<file path="config.mk">
export PLATFORM = sky130hd
export DESIGN_NAME = dmem_responder
export DESIGN_NICKNAME = d
export VERILOG_FILES = /design/src/rtl/dmem_responder.sv
export SDC_FILE = /design/constraint.sdc
export NUM_CORES = 1
export LEC_CHECK = 0
export BUFFER_PORTS_ARGS = -buffer_cell sky130_fd_sc_hd__buf_4
export CAP_MARGIN = 20
export CORE_MARGIN = 2
export CORE_UTILIZATION = 51
export CTS_CLUSTER_DIAMETER = 100
export DETAILED_ROUTE_END_ITERATION = 12
export GPL_TIMING_DRIVEN = 0
export PLACE_DENSITY_LB_ADDON = 0.2
export SYNTH_ARGS = -nofsm -noshare
export SYNTH_HDL_FRONTEND = slang
export SYNTH_SLANG_ARGS = --single-unit
</file>
<file path="constraint.sdc">
create_clock -name clk -period 2.1 [get_ports clk]
set_input_delay 0.42 -clock clk [delete_from_list [all_inputs] [get_ports clk]]
set_output_delay 0.42 -clock clk [all_outputs]
set_load 0.02 [all_outputs]
</file>
<file path="src/rtl/dmem_responder.sv">
// Data-memory responder: one load/store per handshake against a one-cycle-latency
// word SRAM, with read-modify-write for byte/half stores and lane-aligned load data.
module dmem_responder #(
  parameter int ADDR_W = 10
) (
  input  logic              clk,
  input  logic              reset,
  input  logic              req_valid,
  input  logic              req_write,
  input  logic [1:0]        req_size,
  input  logic [31:0]       req_addr,
  input  logic [31:0]       req_wdata,
  output logic              req_ready,
  output logic              stall,
  output logic              rsp_valid,
  output logic [31:0]       rsp_rdata,
  output logic              rsp_err,
  output logic              sram_en,
  output logic              sram_we,
  output logic [ADDR_W-1:0] sram_addr,
  output logic [31:0]       sram_wdata,
  input  logic [31:0]       sram_rdata,
  output logic [2:0]        dbg_state
);

  typedef enum logic [2:0] {
    S_IDLE    = 3'd0,
    S_ISSUE   = 3'd1,
    S_CAPTURE = 3'd2,
    S_WRITE   = 3'd3,
    S_RESP    = 3'd4
  } state_t;

  state_t            state;
  logic              write_q;
  logic [1:0]        size_q;
  logic [1:0]        lane_q;
  logic [ADDR_W-1:0] waddr_q;
  logic [31:0]       wdata_q;
  logic              busy_q;

  // Handshake: a request is taken on any rising edge where req_valid and
  // req_ready are both high; req_ready is high exactly while the FSM is IDLE,
  // and the request fields are latched on that edge only.
  logic req_err;
  logic req_word_store;
  assign req_err = (req_size == 2'b11)
                 | ((req_size == 2'b01) & req_addr[0])
                 | ((req_size == 2'b10) & (req_addr[1:0] != 2'b00));
  assign req_word_store = req_write & (req_size == 2'b10);

  // Address bits above the SRAM depth alias by design.
  logic unused_addr_bits;
  assign unused_addr_bits = ^req_addr[31:ADDR_W+2];

  logic [4:0]  shamt;
  logic [31:0] load_word;
  logic [31:0] load_val;
  logic [31:0] lane_mask;
  logic [31:0] merged;

  assign shamt     = {lane_q, 3'b000};
  assign load_word = sram_rdata >> shamt;
  assign lane_mask = ((size_q == 2'b00) ? 32'h0000_00FF : 32'h0000_FFFF) << shamt;
  assign merged    = (sram_rdata & ~lane_mask) | ((wdata_q << shamt) & lane_mask);

  always_comb begin
    load_val = 32'h0;
    case (size_q)
      2'b00:   load_val = {24'h0, load_word[7:0]};
      2'b01:   load_val = {16'h0, load_word[15:0]};
      default: load_val = sram_rdata;
    endcase
  end

  always_ff @(posedge clk or negedge reset) begin
    if (!reset) begin
      state      <= S_IDLE;
      write_q    <= 1'b0;
      size_q     <= 2'b00;
      lane_q     <= 2'b00;
      waddr_q    <= '0;
      wdata_q    <= 32'h0;
      busy_q     <= 1'b0;
      req_ready  <= 1'b1;
      rsp_valid  <= 1'b0;
      rsp_rdata  <= 32'h0;
      rsp_err    <= 1'b0;
      sram_en    <= 1'b0;
      sram_we    <= 1'b0;
      sram_addr  <= '0;
      sram_wdata <= 32'h0;
    end else begin
      case (state)
        S_IDLE: begin
          if (req_valid) begin
            write_q   <= req_write;
            size_q    <= req_size;
            lane_q    <= req_addr[1:0];
            waddr_q   <= req_addr[ADDR_W+1:2];
            wdata_q   <= req_wdata;
            req_ready <= 1'b0;
            if (req_err) begin
              state     <= S_RESP;
              rsp_valid <= 1'b1;
              rsp_err   <= 1'b1;
            end else begin
              state      <= S_ISSUE;
              busy_q     <= 1'b1;
              sram_en    <= 1'b1;
              sram_we    <= req_word_store;
              sram_addr  <= req_addr[ADDR_W+1:2];
              sram_wdata <= req_word_store ? req_wdata : 32'h0;
            end
          end
        end
        S_ISSUE: begin
          sram_en    <= 1'b0;
          sram_we    <= 1'b0;
          sram_addr  <= '0;
          sram_wdata <= 32'h0;
          if (write_q && (size_q == 2'b10)) begin
            state     <= S_RESP;
            busy_q    <= 1'b0;
            rsp_valid <= 1'b1;
          end else begin
            state <= S_CAPTURE;
          end
        end
        S_CAPTURE: begin
          if (write_q) begin
            state      <= S_WRITE;
            sram_en    <= 1'b1;
            sram_we    <= 1'b1;
            sram_addr  <= waddr_q;
            sram_wdata <= merged;
          end else begin
            state     <= S_RESP;
            busy_q    <= 1'b0;
            rsp_valid <= 1'b1;
            rsp_rdata <= load_val;
          end
        end
        S_WRITE: begin
          sram_en    <= 1'b0;
          sram_we    <= 1'b0;
          sram_addr  <= '0;
          sram_wdata <= 32'h0;
          busy_q     <= 1'b0;
          rsp_valid  <= 1'b1;
          state      <= S_RESP;
        end
        S_RESP: begin
          rsp_valid <= 1'b0;
          rsp_rdata <= 32'h0;
          rsp_err   <= 1'b0;
          req_ready <= 1'b1;
          state     <= S_IDLE;
        end
        default: begin
          state      <= S_IDLE;
          busy_q     <= 1'b0;
          req_ready  <= 1'b1;
          rsp_valid  <= 1'b0;
          rsp_rdata  <= 32'h0;
          rsp_err    <= 1'b0;
          sram_en    <= 1'b0;
          sram_we    <= 1'b0;
          sram_addr  <= '0;
          sram_wdata <= 32'h0;
        end
      endcase
    end
  end

  // stall drops in RESP so the PC advances on the edge that ends it.
  assign stall     = ((state == S_IDLE) & req_valid) | busy_q;
  assign dbg_state = state;

endmodule

</file>
* Yosys cells after proc, flatten, opt, wreduce, memory -nomap -nowiden
Cells that the tools add are included.
** Cells by class
- Equal/unequal tests :: 15
- Shifts and indexed selects :: 3
- Mux-type cells :: 36
- Bitwise gates (word level) :: 14
- Reductions and logical operators :: 13
** Operators with widths (count)
- $mux W32 :: 5
- $pmux W32 S2 :: 2
- $pmux W32 S3 :: 1
- $and A32 B32 Y32 :: 2
- $not A32 Y32 :: 1
- $or A32 B32 Y32 :: 1
- $shl A16 B5 Y32 :: 1
- $shl A32 B5 Y32 :: 1
- $shr A32 B5 Y16 :: 1
- $mux W10 :: 3
- $pmux W10 S3 :: 1
- $mux W16 :: 1
- $mux W1 :: 12
- $mux W3 :: 4
- $ne A2 B2 Y1 const B :: 6
- $pmux W3 S4 :: 1
- $pmux W1 S4 :: 2
- $reduce_and A4 Y1 :: 2
- $eq A2 B2 Y1 const B :: 3
- $eq A3 B2 Y1 const B :: 2
- $pmux W1 S3 :: 2
- $reduce_and A2 Y1 :: 3
- $reduce_or A3 Y1 :: 2
- $reduce_and A5 Y1 :: 1
- 12 further kinds :: 21
** Word-level totals
- Register bits :: 130
- Input port bits :: 102
- Output and inout bits :: 83
- Logic and storage cells :: 96

* Longest topological paths before layout
- Word-level depth :: 8
- Mapped depth :: 9

* Least setup slack after synthesis
Ideal clock, no wire load.
- Path type :: reg-to-reg
- From :: register state[0], in the netlist dbg_state[0]
- To :: register sram_addr[5]
- Arrival time :: 1.769 ns
- Required time :: 1.972 ns
- Path slack :: 0.204 ns
- Cell stages (with the launch flop) :: 9
- Path buffers :: 4
- Cells stage by stage :: dfrtp_1 > buf_6 > or2_1 > buf_6 > nor2_8 > a21o_1 > buf_6 > buf_8 > mux2_1
** Between the ends
- Word-level cells in the longest chain between the ends :: 3
- Elaborated cells between the ends (all ways) :: 9
- Classes of those cells :: 5 x eq/ne; 1 x mux; 1 x bitwise; 2 x reduce/logical
** RTL lines
- start, declared :: RTL line 34 : state_t state;
- start signal, assigned :: RTL line 78 : state <= S_IDLE;
- start signal, assigned :: RTL line 104 : state <= S_RESP;
- start signal, assigned :: RTL line 108 : state <= S_ISSUE;
- $eq A3 B2 Y1, or another cell as far along :: RTL line 94 : case (state)
- $ne A2 B2 Y1 (no source line) / $not A1 Y1 (equally long branches)
- $reduce_and A4 Y1 (no source line)
- end signal, assigned :: RTL line 112 : sram_addr <= req_addr[ADDR_W+1:2];
- end signal, assigned :: RTL line 135 : sram_addr <= waddr_q;
- end, declared :: RTL line 20 : output logic [ADDR_W-1:0] sram_addr,
Several ways; a longest one is shown, not always the timed one.
A chain may end at the register's enable or synchronous reset.

* Worst setup path after layout
- From :: register state[2], in the netlist dbg_state[2]
- To :: output stall
** Between the ends
- Word-level cells in the longest chain between the ends :: 3
** RTL lines
- $logic_not A3 Y1 :: RTL line 177 : assign stall = ((state == S_IDLE) & req_valid) | busy_q;
- $and A1 B1 Y1 :: RTL line 177
- $or A1 B1 Y1 :: RTL line 177
- end, declared :: RTL line 14 : output logic stall,
No other way between the ends.

==> results.sh <==
export IMPL_status="finished with violations"
export IMPL_failed_checks="negative hold slack"
export IMPL_cts_buffers=17
export IMPL_grt_pass1_vias=5099
export IMPL_grt_max_degree=73
export IMPL_drtIter0Drc=400
export IMPL_core_mm2=0.0114
export IMPL_fillerInstances=862
export IMPL_antenna_found_initial=0
export IMPL_end_kind="output pin"
export IMPL_ant_nets=0
export IMPL_ys_seq_area_share_pct=47.8
export IMPL_synth_edff_count=0
export IMPL_ctsHoldBuffers=0
export IMPL_synth_most_common_cell="dfrtp_1"
export IMPL_worst_pin_slew_ps=826
export IMPL_path_clk_slew_ps=50
export IMPL_finalPower_w=0.0133
export IMPL_cts_tree="yes"
export IMPL_p_per_area_mw_per_mm2=1640
export IMPL_place_gp_congestion=0.939
export IMPL_dp_worst_setup_slack_ps=51.8
export IMPL_area_growth_pct=36.3
export IMPL_die_height_um=112
export IMPL_slowest_delay_ps=410
export IMPL_post_dp_hpwl_um=13800
export IMPL_ys_top_cells_by_count="113 x dfrtp_1, 48 x a22o_1, 37 x mux2_2"
export IMPL_criticalPathCategory="reg2out"
export IMPL_synth_net_count=622
export IMPL_fin_crit_ps=2030
export IMPL_die_area_mm2=0.0126
export IMPL_synth_largest_area_cell="dfrtp_1"
export IMPL_worstPathRequired_ps=1680
export IMPL_rr_worst_depth=8
export IMPL_crit_fanout=10
export IMPL_via_count=5278
export IMPL_worstSetupStartpointType="register"
export IMPL_synthCells=520
export IMPL_yosysTopAreaCellShare_pct=47.4
export IMPL_diodes=0
export IMPL_grt_ovfl_total=0
export IMPL_h_tree_depth=4
export IMPL_setup_ws_ps=74.2
export IMPL_drc=0
export IMPL_grt_pass1_wl_um=28300
export IMPL_path_cells="buf_4 -> nor3_4 -> nand2_2 -> nand2b_1 -> buf_4"
export IMPL_rows=39
export IMPL_cpMaxStageDelayCell="dfrtp_1"
export IMPL_max_freq_mhz=494
export IMPL_clkLatencyLatePin_ps=430
export IMPL_wire_per_inst_um=21.5
export IMPL_fin_util_pct=71.2
export IMPL_setup_violations=0
export IMPL_ys_top_cells_by_area="dfrtp_1 47%, a22o_1 7.0%, mux2_2 7.0%"
export IMPL_synth_area_mm2=0.00597
export IMPL_synth_seq_cells=114
export IMPL_max_slew_margin_rel_pct=44.8
export IMPL_fin_nets=808
export IMPL_clock_path_buffers=2
export IMPL_finalHoldViolations=1
export IMPL_rsz0062_at_grt="false"
export IMPL_port_buffers=164
export IMPL_async_reset_ff_share_pct=100
export IMPL_root_buffer="clkbuf_16"
export IMPL_seqCellArea_mm2=0.00285
export IMPL_ys_warn_count=0
export IMPL_pin_count=185
export IMPL_drv_cap=0
export IMPL_fin_skew_ps=12.9
export IMPL_whs_ps=-0.438
export IMPL_multi_input_area_mm2=0.00284
export IMPL_track_usage_pct=29.4
export IMPL_start_util_pct=52.3
export IMPL_crit_top_cell="buf_4"
export IMPL_peakVddDrop_mv=0.901
export IMPL_yosysUniqueCellTypes=50
export IMPL_die_w_um=112
export IMPL_power_leakage_nw=3.91
export IMPL_hp_class="in2async"
export IMPL_drive_gt1_share_pct=40.9
export IMPL_clock_sinks=114
export IMPL_final_max_slew_violation_count=0
export IMPL_firstDrtPassIters=4
export IMPL_wl_um=18600
export IMPL_syn_avg_cell_area_um2=11.5
export IMPL_vias_per_cell=6.12
export IMPL_worstPathArrival_ps=1610
export IMPL_fin_crit_sh_pct=96.5
export IMPL_synth_main_ff_cell="dfrtp_1"
layout make-up:
| type | instances | area share, % |
|---|---|---|
| clock buffer | 23 | 5.88 |
| sequential | 114 | 35.1 |
| timing repair buffer | 169 | 15.8 |
| tap | 143 | 2.20 |
| inverter | 10 | 0.477 |
| multi-input combinational | 348 | 34.9 |
| buffer | 46 | 3.51 |
| clock inverter | 9 | 2.17 |
path summary, 6_finish.rpt:
path,slack [ps],to,from
min reg2reg,490,waddr_q[8]$_DFFE_PN0P_,waddr_q[8]$_DFFE_PN0P_
max reg2reg,100,sram_addr[9]$_DFFE_PN0P_,dbg_state[0]$_DFFE_PN0N_
min,-0.4,rsp_rdata[1]$_DFFE_PN0P_,reset
max in group asynchronous,1360,req_ready$_DFFE_PN1P_,reset
max,70,stall,dbg_state[2]$_DFFE_PN0N_
min in group clk,230,waddr_q[3]$_DFFE_PN0P_,req_addr[5]
metrics by stage:
stage	cells	area, µm²	setup TNS [ps]
CTS	860	8060	-4.10
floorplan	520	5970	0
global route	862	8140	0
global placement	827	7380	0
finish	862	8140	0
detailed placement	828	7410	0
critical path, delay by kind of cell (launching register included):
family / cells / cell delay [ps]
AND/OR/NAND/NOR: 3 / 450
flip-flops: 1 / 410
buffers and inverters: 2 / 340
registers in the layout, indices dropped and copies added (netlist names):
signal,flops
rsp_err,1
sram_addr,10
sram_en,1
rsp_rdata,32
busy_q,1
wdata_q,16
sram_we,1
dbg_state,3
rsp_valid,1
write_q,1
sram_wdata,32
req_ready,1
waddr_q,10
size_q,2
lane_q,2
routing by layer:
metal	vias up	global-route usage, %	share of wire (%)
li1	2359	-	-
met2	299	44.2	46
met4	0	12.3	3.3
met5	-	0	0
met1	2576	40.3	42
met3	44	8.10	8.7
cell usage in the layout, fill, tap and decap left out, types with 4 or more instances in the layout:
cell and count:
buf_4 173, dfrtp_1 113, a22o_1 48, mux2_2 37, nor2_1 31, mux2i_1 26, o21ai_0 23, clkbuf_16 17
a22oi_1 16, buf_2 15, o2bb2ai_1 15, nand2_1 15, a221oi_1 15, clkbuf_1 14, nor2b_1 13, mux2_1 12
a21oi_1 10, o2bb2ai_2 10, nor3_1 9, inv_1 9, and3_1 8, a211oi_1 8, o211a_1 8, buf_6 6
buf_1 5, o32ai_1 5, bufinv_16 5, nand2b_1 4, o21ai_1 4
logic make-up after synthesis:
family / synth area share [%]
AO/OA/AOI/OAI: 24.1
buffers and inverters: 5.43
flip-flops: 47.8
multiplexers: 13.6
AND/OR/NAND/NOR: 9.08
power breakdown:
| group | internal [W] | switching (W) | total [W] |
|---|---|---|---|
| Combinational | 0.00282 | 0.00366 | 0.00648 |
| Sequential | 0.00303 | 0.000631 | 0.00366 |
| Clock | 0.00219 | 0.00100 | 0.00320 |
| Total | 0.00804 | 0.00529 | 0.0133 |
repair_timing:
item / in CTS / in global routing
setup buffers: 0 / 4
resized for setup: 0 / 12
setup endpoints to repair: 1 / 30
pin swaps: 0 / 1
Note: power is estimated with default switching activity, not from simulation.
